[config.mk]
export PLATFORM = sky130hd
export DESIGN_NAME = dma_word_bridge_flat
export DESIGN_NICKNAME = d
export VERILOG_FILES = /design/src/rtl/dma_word_bridge_if.sv /design/src/rtl/dma_word_bridge.sv /design/src/flat_wrapper.sv
export SDC_FILE = /design/constraint.sdc
export NUM_CORES = 2
export LEC_CHECK = 0
export CORE_AREA = 8 8 533 535
export CTS_CLUSTER_SIZE = 25
export DETAILED_ROUTE_END_ITERATION = 10
export DIE_AREA = 0 0 541 543
export PLACE_DENSITY_LB_ADDON = 0.05
export SLEW_MARGIN = 25
export SYNTH_ARGS = -nofsm -noshare
export SYNTH_HDL_FRONTEND = slang
export SYNTH_SLANG_ARGS = --single-unit
[constraint.sdc]
create_clock -name clk -period 99.1 [get_ports clk]
set_input_delay 19.82 -clock clk [delete_from_list [all_inputs] [get_ports clk]]
set_output_delay 19.82 -clock clk [all_outputs]
set_load 0.005 [all_outputs]
[src/rtl/dma_word_bridge_if.sv]
// CPU word port and DMA read/write channel bundle for dma_word_bridge.
interface dma_word_bridge_if #(
   parameter int WORD_WIDTH     = 32,
   parameter int LINE_WIDTH     = 512,
   parameter int ADDR_WIDTH     = 64,
   parameter int CPU_ADDR_WIDTH = 16,
   parameter int SIZE_WIDTH     = 43
);
   logic                      host_init;
   logic [ADDR_WIDTH-1:0]     base_addr;
   logic                      ready;
   logic [1:0]                op;
   logic [CPU_ADDR_WIDTH-1:0] io_address;
   logic [WORD_WIDTH-1:0]     data_in;
   logic [WORD_WIDTH-1:0]     data_out;
   logic                      rd_valid;
   logic                      tx_done;

   logic [ADDR_WIDTH-1:0]     rd_addr;
   logic [SIZE_WIDTH-1:0]     rd_size;
   logic                      rd_go;
   logic                      empty;
   logic                      rd_en;
   logic [LINE_WIDTH-1:0]     rd_data;
   logic                      rd_done;

   logic [ADDR_WIDTH-1:0]     wr_addr;
   logic [SIZE_WIDTH-1:0]     wr_size;
   logic                      wr_go;
   logic                      full;
   logic                      wr_en;
   logic [LINE_WIDTH-1:0]     wr_data;
   logic                      wr_done;

   modport slave (
      input  host_init, base_addr, op, io_address, data_in,
      input  empty, rd_data, rd_done, full, wr_done,
      output ready, data_out, rd_valid, tx_done,
      output rd_addr, rd_size, rd_go, rd_en,
      output wr_addr, wr_size, wr_go, wr_en, wr_data
   );

   modport master (
      output host_init, base_addr, op, io_address, data_in,
      output empty, rd_data, rd_done, full, wr_done,
      input  ready, data_out, rd_valid, tx_done,
      input  rd_addr, rd_size, rd_go, rd_en,
      input  wr_addr, wr_size, wr_go, wr_en, wr_data
   );
endinterface

[src/rtl/dma_word_bridge.sv]
// Word-addressed CPU port backed by a one-line buffer that fills
// from a DMA read channel and writes through on a DMA write channel.
module dma_word_bridge #(
   parameter int WORD_WIDTH     = 32,
   parameter int LINE_WIDTH     = 512,
   parameter int ADDR_WIDTH     = 64,
   parameter int CPU_ADDR_WIDTH = 16,
   parameter int SIZE_WIDTH     = 43
) (
   input logic              clk,
   input logic              rst,
   dma_word_bridge_if.slave bus
);
   localparam int WPL   = LINE_WIDTH / WORD_WIDTH;
   localparam int SHIFT = $clog2(WPL);
   localparam int LSH   = $clog2(LINE_WIDTH / 8);

   localparam logic [1:0] OP_RD = 2'b01;
   localparam logic [1:0] OP_WR = 2'b10;

   typedef enum logic [2:0] {
      IDLE, RD_REQ, RD_WAIT, RESP, WR_REQ, WR_WAIT, WR_DONE
   } state_e;

   state_e                    state_q, state_d;
   logic                      init_q, init_d;
   logic                      valid_q, valid_d;
   logic [CPU_ADDR_WIDTH-1:0] tag_q, tag_d;
   logic [LINE_WIDTH-1:0]     buf_q, buf_d;
   logic [ADDR_WIDTH-1:0]     base_q, base_d;
   logic [CPU_ADDR_WIDTH-1:0] line_q, line_d;
   logic [CPU_ADDR_WIDTH-1:0] sel_q, sel_d;
   logic [WORD_WIDTH-1:0]     wdata_q, wdata_d;
   logic                      is_wr_q, is_wr_d;
   logic                      ready_q, ready_d;
   logic [WORD_WIDTH-1:0]     data_out_q, data_out_d;
   logic                      rd_valid_q, rd_valid_d;
   logic                      tx_done_q, tx_done_d;
   logic [ADDR_WIDTH-1:0]     rd_addr_q, rd_addr_d;
   logic                      rd_go_q, rd_go_d;
   logic                      rd_en_q, rd_en_d;
   logic [ADDR_WIDTH-1:0]     wr_addr_q, wr_addr_d;
   logic                      wr_go_q, wr_go_d;
   logic                      wr_en_q, wr_en_d;
   logic [LINE_WIDTH-1:0]     wr_data_q, wr_data_d;

   logic [CPU_ADDR_WIDTH-1:0] in_sel;
   logic [CPU_ADDR_WIDTH-1:0] in_line;
   logic [ADDR_WIDTH-1:0]     in_addr;
   logic                      hit;
   logic                      unused_rd_done;

   assign in_sel  = bus.io_address & CPU_ADDR_WIDTH'(WPL - 1);
   assign in_line = bus.io_address >> SHIFT;
   assign in_addr = base_q + (ADDR_WIDTH'(in_line) << LSH);
   assign hit     = valid_q && (tag_q == in_line);

   assign unused_rd_done = bus.rd_done;

   always_comb begin
      state_d    = state_q;
      init_d     = init_q;
      valid_d    = valid_q;
      tag_d      = tag_q;
      buf_d      = buf_q;
      base_d     = base_q;
      line_d     = line_q;
      sel_d      = sel_q;
      wdata_d    = wdata_q;
      is_wr_d    = is_wr_q;
      data_out_d = data_out_q;
      rd_addr_d  = rd_addr_q;
      wr_addr_d  = wr_addr_q;
      wr_data_d  = wr_data_q;
      rd_valid_d = 1'b0;
      tx_done_d  = 1'b0;
      rd_go_d    = 1'b0;
      rd_en_d    = 1'b0;
      wr_go_d    = 1'b0;
      wr_en_d    = 1'b0;

      unique case (state_q)
         IDLE: begin
            if (!bus.host_init && init_q &&
                (bus.op == OP_RD || bus.op == OP_WR)) begin
               line_d  = in_line;
               sel_d   = in_sel;
               wdata_d = bus.data_in;
               is_wr_d = (bus.op == OP_WR);
               if (!hit) begin
                  rd_addr_d = in_addr;
                  rd_go_d   = 1'b1;
                  state_d   = RD_REQ;
               end else if (bus.op == OP_RD) begin
                  data_out_d = buf_q[in_sel*WORD_WIDTH +: WORD_WIDTH];
                  rd_valid_d = 1'b1;
                  tx_done_d  = 1'b1;
                  state_d    = RESP;
               end else begin
                  wr_addr_d = in_addr;
                  wr_go_d   = 1'b1;
                  state_d   = WR_REQ;
               end
            end
         end
         RD_REQ: state_d = RD_WAIT;
         RD_WAIT: begin
            // rd_en was issued last cycle, so rd_data holds the popped line
            if (rd_en_q) begin
               buf_d   = bus.rd_data;
               tag_d   = line_q;
               valid_d = 1'b1;
               if (is_wr_q) begin
                  wr_addr_d = rd_addr_q;
                  wr_go_d   = 1'b1;
                  state_d   = WR_REQ;
               end else begin
                  data_out_d = bus.rd_data[sel_q*WORD_WIDTH +: WORD_WIDTH];
                  rd_valid_d = 1'b1;
                  tx_done_d  = 1'b1;
                  state_d    = RESP;
               end
            end else if (!bus.empty) begin
               rd_en_d = 1'b1;
            end
         end
         RESP: state_d = IDLE;
         WR_REQ: begin
            buf_d[sel_q*WORD_WIDTH +: WORD_WIDTH] = wdata_q;
            wr_data_d = buf_d;
            state_d   = WR_WAIT;
         end
         WR_WAIT: begin
            if (!bus.full) begin
               wr_en_d = 1'b1;
               state_d = WR_DONE;
            end
         end
         WR_DONE: begin
            if (bus.wr_done) begin
               tx_done_d = 1'b1;
               state_d   = IDLE;
            end
         end
         default: state_d = IDLE;
      endcase

      if (bus.host_init) begin
         valid_d = 1'b0;
         base_d  = bus.base_addr;
         init_d  = 1'b1;
      end
      ready_d = init_d && (state_d == IDLE);
   end

   always_ff @(posedge clk or posedge rst) begin
      if (rst) begin
         state_q    <= IDLE;
         init_q     <= 1'b0;
         valid_q    <= 1'b0;
         tag_q      <= '0;
         buf_q      <= '0;
         base_q     <= '0;
         line_q     <= '0;
         sel_q      <= '0;
         wdata_q    <= '0;
         is_wr_q    <= 1'b0;
         ready_q    <= 1'b0;
         data_out_q <= '0;
         rd_valid_q <= 1'b0;
         tx_done_q  <= 1'b0;
         rd_addr_q  <= '0;
         rd_go_q    <= 1'b0;
         rd_en_q    <= 1'b0;
         wr_addr_q  <= '0;
         wr_go_q    <= 1'b0;
         wr_en_q    <= 1'b0;
         wr_data_q  <= '0;
      end else begin
         state_q    <= state_d;
         init_q     <= init_d;
         valid_q    <= valid_d;
         tag_q      <= tag_d;
         buf_q      <= buf_d;
         base_q     <= base_d;
         line_q     <= line_d;
         sel_q      <= sel_d;
         wdata_q    <= wdata_d;
         is_wr_q    <= is_wr_d;
         ready_q    <= ready_d;
         data_out_q <= data_out_d;
         rd_valid_q <= rd_valid_d;
         tx_done_q  <= tx_done_d;
         rd_addr_q  <= rd_addr_d;
         rd_go_q    <= rd_go_d;
         rd_en_q    <= rd_en_d;
         wr_addr_q  <= wr_addr_d;
         wr_go_q    <= wr_go_d;
         wr_en_q    <= wr_en_d;
         wr_data_q  <= wr_data_d;
      end
   end

   assign bus.ready    = ready_q;
   assign bus.data_out = data_out_q;
   assign bus.rd_valid = rd_valid_q;
   assign bus.tx_done  = tx_done_q;
   assign bus.rd_addr  = rd_addr_q;
   assign bus.rd_size  = SIZE_WIDTH'(1);
   assign bus.rd_go    = rd_go_q;
   assign bus.rd_en    = rd_en_q;
   assign bus.wr_addr  = wr_addr_q;
   assign bus.wr_size  = SIZE_WIDTH'(1);
   assign bus.wr_go    = wr_go_q;
   assign bus.wr_en    = wr_en_q;
   assign bus.wr_data  = wr_data_q;
endmodule
[src/flat_wrapper.sv]
// flat-port wrapper written by rule: the top's interface ports become plain ports
module dma_word_bridge_flat 
#(
   parameter int WORD_WIDTH     = 32,
   parameter int LINE_WIDTH     = 512,
   parameter int ADDR_WIDTH     = 64,
   parameter int CPU_ADDR_WIDTH = 16,
   parameter int SIZE_WIDTH     = 43
)
  (clk, rst, bus_host_init, bus_base_addr, bus_op, bus_io_address, bus_data_in, bus_empty, bus_rd_data, bus_rd_done, bus_full, bus_wr_done, bus_ready, bus_data_out, bus_rd_valid, bus_tx_done, bus_rd_addr, bus_rd_size, bus_rd_go, bus_rd_en, bus_wr_addr, bus_wr_size, bus_wr_go, bus_wr_en, bus_wr_data);
  dma_word_bridge_if #(.WORD_WIDTH(WORD_WIDTH), .LINE_WIDTH(LINE_WIDTH), .ADDR_WIDTH(ADDR_WIDTH), .CPU_ADDR_WIDTH(CPU_ADDR_WIDTH), .SIZE_WIDTH(SIZE_WIDTH)) bus_i ();
  input logic clk;
  input logic rst;
  input wire logic [$bits(bus_i.host_init)-1:0] bus_host_init;
  input wire logic [$bits(bus_i.base_addr)-1:0] bus_base_addr;
  input wire logic [$bits(bus_i.op)-1:0] bus_op;
  input wire logic [$bits(bus_i.io_address)-1:0] bus_io_address;
  input wire logic [$bits(bus_i.data_in)-1:0] bus_data_in;
  input wire logic [$bits(bus_i.empty)-1:0] bus_empty;
  input wire logic [$bits(bus_i.rd_data)-1:0] bus_rd_data;
  input wire logic [$bits(bus_i.rd_done)-1:0] bus_rd_done;
  input wire logic [$bits(bus_i.full)-1:0] bus_full;
  input wire logic [$bits(bus_i.wr_done)-1:0] bus_wr_done;
  output wire logic [$bits(bus_i.ready)-1:0] bus_ready;
  output wire logic [$bits(bus_i.data_out)-1:0] bus_data_out;
  output wire logic [$bits(bus_i.rd_valid)-1:0] bus_rd_valid;
  output wire logic [$bits(bus_i.tx_done)-1:0] bus_tx_done;
  output wire logic [$bits(bus_i.rd_addr)-1:0] bus_rd_addr;
  output wire logic [$bits(bus_i.rd_size)-1:0] bus_rd_size;
  output wire logic [$bits(bus_i.rd_go)-1:0] bus_rd_go;
  output wire logic [$bits(bus_i.rd_en)-1:0] bus_rd_en;
  output wire logic [$bits(bus_i.wr_addr)-1:0] bus_wr_addr;
  output wire logic [$bits(bus_i.wr_size)-1:0] bus_wr_size;
  output wire logic [$bits(bus_i.wr_go)-1:0] bus_wr_go;
  output wire logic [$bits(bus_i.wr_en)-1:0] bus_wr_en;
  output wire logic [$bits(bus_i.wr_data)-1:0] bus_wr_data;
  assign bus_i.host_init = bus_host_init;
  assign bus_i.base_addr = bus_base_addr;
  assign bus_i.op = bus_op;
  assign bus_i.io_address = bus_io_address;
  assign bus_i.data_in = bus_data_in;
  assign bus_i.empty = bus_empty;
  assign bus_i.rd_data = bus_rd_data;
  assign bus_i.rd_done = bus_rd_done;
  assign bus_i.full = bus_full;
  assign bus_i.wr_done = bus_wr_done;
  assign bus_ready = bus_i.ready;
  assign bus_data_out = bus_i.data_out;
  assign bus_rd_valid = bus_i.rd_valid;
  assign bus_tx_done = bus_i.tx_done;
  assign bus_rd_addr = bus_i.rd_addr;
  assign bus_rd_size = bus_i.rd_size;
  assign bus_rd_go = bus_i.rd_go;
  assign bus_rd_en = bus_i.rd_en;
  assign bus_wr_addr = bus_i.wr_addr;
  assign bus_wr_size = bus_i.wr_size;
  assign bus_wr_go = bus_i.wr_go;
  assign bus_wr_en = bus_i.wr_en;
  assign bus_wr_data = bus_i.wr_data;
  dma_word_bridge #(.WORD_WIDTH(WORD_WIDTH), .LINE_WIDTH(LINE_WIDTH), .ADDR_WIDTH(ADDR_WIDTH), .CPU_ADDR_WIDTH(CPU_ADDR_WIDTH), .SIZE_WIDTH(SIZE_WIDTH)) u_core (.clk(clk), .rst(rst), .bus(bus_i));
endmodule
==> key figures <==
Floorplanning
  – Initial Util: around a quarter
  – Chip width: around 540 um
  – Die Ht: around 540 um
  – Cell Rows: between 150 and 200
  – DIE AREA: roughly 290000 sq um
  – I/O pin total: between 1000 and 1500
  – Area of the core: between 200000 and 300000 sq um

Hold path
  – Hold WC Path Type: reg2reg
  – Hold Crit Start: u_core.line_q[4]
  – Cell depth of the worst hold path: 2
  – Worst hold path endpoint: u_core.tag_q[4]

Timing
  – Slew Limit Fails: 0
  – Endpoints failing hold: 0
  – Worst Clk Skew: ~0.072 ns
  – # setup viols final: 0
  – Setup TNS: 0 ns
  – Max Clk Rate: roughly 43 MHz
  – Tcrit/Tclk final: between 20% and 30%
  – Worst setup margin: 75.81 ns
  – Worst-Margin Slew: ~1.1 ns
  – Min cycle time layout: about 23 ns
  – Slew headroom: approximately a quarter
  – Unrepaired setup endpoints after global routing: false

Finish
  – Most frequent cells in the layout: dfrtp_1 (1317), clkdlybuf4s50_1 (1306), nor2_1 (1178), nand2_1 (1146), a21oi_1 (669)
  – FF+latch area: approximately 33000 sq um
  – Filler cells: roughly 28000
  – Final #Nets: between 8000 and 9000
  – Area of the multi-input gates: about 32000 sq um
  – Most common library cell in the layout ignoring fill and taps: dfrtp_1
  – Layout Area Growth over Synthesis: 33.4%
  – Share of layout cells above drive strength 1: 13.4%

Clock network
  – Clock-pin slew on the worst setup and hold paths: 0.06 ns
  – CTS Sinks: about 1300
  – Cts hold-fix bufs: 0
  – Clk buf depth: 3
  – H-tree depth: 4
  – Inserted Clock Buffers: ~170
  – Setup Fix Bufs, Post-CTS: 0
  – CTS tree: done
  – CTS resizes: 0
  – CTS root buffer: clkbuf_16
  – Later-pin clock latency in the skew report: about 0.86 ns

Worst setup path
  – RR Startpoint: u_core.sel_q[0]
  – R2R cell count: 9
  – Reg2Reg Setup Slack: a little over 90 ns
  – Required time of the worst setup path: between 90 and 100 ns
  – Reg2reg end: u_core.buf_q[279]
  – Crit end category: flop
  – Startpoint types: input pin
  – WS Path Type: in2reg
  – Crit-path max FO: between 50 and 60
  – Critical Path AT: roughly 24 ns

Logic synthesis
  – Largest family of logic cells by synthesized area: compound AO/OA/AOI/OAI gates
  – Synth top area share: roughly half
  – Post-Synth XOR/XNOR Area: 0.849%
  – Mapped Area: about 67000 sq um
  – Compound-cell area share of the yosys netlist: 16.8%
  – Synth Warn #: 0
  – Async set or reset register ratio after synthesis: 100%
  – Proportion of synthesized area in mux cells: between 10% and 20%
  – Simple-gate portion of the synthesized area: 15.7%
  – Syn Inst Count: between 7000 and 8000
  – Yosys reg bits: around 1300
  – Post-synth EDFFs: 0
  – Count of cell types in the netlist: 60
  – Seq/Total Area, Yosys: 49.3%
  – Area leader, netlist: dfrtp_1
  – Area contributors post-synth: dfrtp_1 (49%), mux4_2 (9.7%), nor2_1 (6.7%)
  – Adder-Cell Fraction of Synth Area: 0.384%
  – Mean Syn Cell Area: ~9.5 sq um
  – Ys flop type: dfrtp_1

Global routing
  – GRT Residual Overflow: 0
  – Gr usage total: 28.9%
  – Vias in the first global route: 62650
  – Most crowded layer after global routing: met2
  – Largest net degree at the start of global routing: 183
  – Grt met3 use: under 10%
  – First-pass GRT wire length: between 500000 and 600000 um
  – Met2 usage: between 40% and 50%
  – Met1 Use GR: between 30% and 40%
  – Initial antenna violation count: 111

Power
  – Pwr dens: 34.2 nW/um^2
  – Pleak: 35.5 nW
  – Peak supply drop: 32.8 uV
  – Overall power: roughly 3.1 mW

Place
  – Placer Congestion: 0.864
  – IO Port Bufs: approximately 1300
  – Pre-CTS WS: ~75 ns
  – HPWL Detailed: 316000 um

Drt
  – First-pass DRT Iterations: 5
  – Drt via density: ~5.3
  – DRT iter0 DRCs: 6372
  – Routed wire per std cell: 37.2 um
  – DR vias: approximately 63000
  – DRT Wirelength: ~440000 um
  – DRC violations left: 0
  – Final ANT Viol Nets: 0

Run status
  – Status: complete, no violations

Job
  – MaxCap Viol Count: 0
## per-layer routing
layer	wire, um	vias to the layer above
li1	-	26835
met4	20200	52
met2	203000	3056
met3	35300	673
met1	182000	32527
met5	354	-
## sequential cells by signal (all words and copies together) (netlist names)
| name | cells |
|---|---|
| u_core.buf_q | 512 |
| u_core.bus.wr_data | 512 |
| u_core.base_q | 64 |
| u_core.bus.rd_addr | 64 |
| u_core.bus.wr_addr | 64 |
| u_core.bus.data_out | 32 |
| u_core.wdata_q | 32 |
| u_core.line_q | 12 |
| u_core.tag_q | 12 |
| u_core.sel_q | 4 |
| u_core.state_q | 3 |
| u_core.bus.rd_en | 1 |
| u_core.bus.rd_go | 1 |
| u_core.bus.rd_valid | 1 |
| u_core.bus.ready | 1 |
| u_core.bus.tx_done | 1 |
| u_core.bus.wr_en | 1 |
| u_core.bus.wr_go | 1 |
| u_core.init_q | 1 |
| u_core.is_wr_q | 1 |
| u_core.valid_q | 1 |
## where the power goes
group | internal [mW] | switching (mW) | leakage (nW)
Sequential | 0.784 | 0.244 | 15.9
Combinational | 0.581 | 0.802 | 16.8
Clock | 0.371 | 0.273 | 2.79
## area by class of cell
class	count	area share, %
well taps	3607	5.05
multi-input cells	5104	35.5
clock inverters	49	0.560
inverters	15	0.0756
repair buffers	1443	16.0
clock buffers	267	5.76
diodes	41	0.115
flip-flops and latches	1321	37.0
## worst max-delay path, stage by stage
cell and delay (ns):
clkdlybuf4s50_1 0.50, inv_1 0.05, ha_1 0.27, nor2b_1 0.07, nand2_4 0.77, inv_4 0.56
nand3_1 0.32, o21a_4 0.40, buf_4 0.83, o21ai_0 0.25
## worst max-delay path by stage
stage                   start                      end  slack (ns)  depth (start not counted)
floorplan                 rst         u_core.base_q[0]       42.04                          1
global placement          rst        u_core.buf_q[122]       74.85                          6
detailed placement        rst  u_core.bus.wr_data[186]       74.83                          6
CTS                       rst       u_core.wdata_q[25]       75.74                          6
global route              rst         u_core.buf_q[58]       75.69                          6
finish              bus_op[0]  u_core.bus.data_out[16]       75.81                         10
## synth_stat cells, drive strengths merged, types with 4 or more instances
| cell | count |
|---|---|
| o21ai | 597 |
| a211oi | 21 |
| a21oi | 683 |
| clkbuf | 416 |
| o22ai | 290 |
| and3 | 51 |
| or2 | 4 |
| nand2b | 4 |
| o221a | 224 |
| nor4 | 9 |
| dfrtp | 1321 |
| nor2b | 8 |
| xor2 | 35 |
| nor2 | 1190 |
| mux2 | 95 |
| a31oi | 18 |
| nand3 | 31 |
| inv | 15 |
| and4 | 5 |
| nand3b | 5 |
| ha | 19 |
| xnor2 | 30 |
| nor3 | 63 |
| a21boi | 4 |
| nand2 | 1165 |
| and2 | 39 |
| mux2i | 70 |
| or3 | 17 |
| a21o | 10 |
| buf | 272 |
| mux4 | 288 |
| nand4 | 18 |
| nor3b | 7 |
## per-stage QoR
step | instance area (sq um) | utilization (%) | hold WS, ns | std cells
after CTS | 89300 | 32.4 | 0.466 | 11805
after detailed placement | 83600 | 30.4 | 0.454 | 11489
after global routing | 89400 | 32.5 | 0.484 | 11831
after global placement | 83500 | 30.3 | 0.448 | 11484
final | 89400 | 32.5 | 0.465 | 11847
after floorplan | 67400 | - | 0.433 | 7128
## kinds of logic after synthesis
logic type | Yosys count
adder cells (fa/ha/maj) | 20
AND/OR/NAND/NOR | 2623
XOR/XNOR | 65
flip-flops | 1321
other | 2
multiplexers | 453
buffers and inverters | 703
AO/OA/AOI/OAI | 1857
Power figures use the tool's default switching activity.
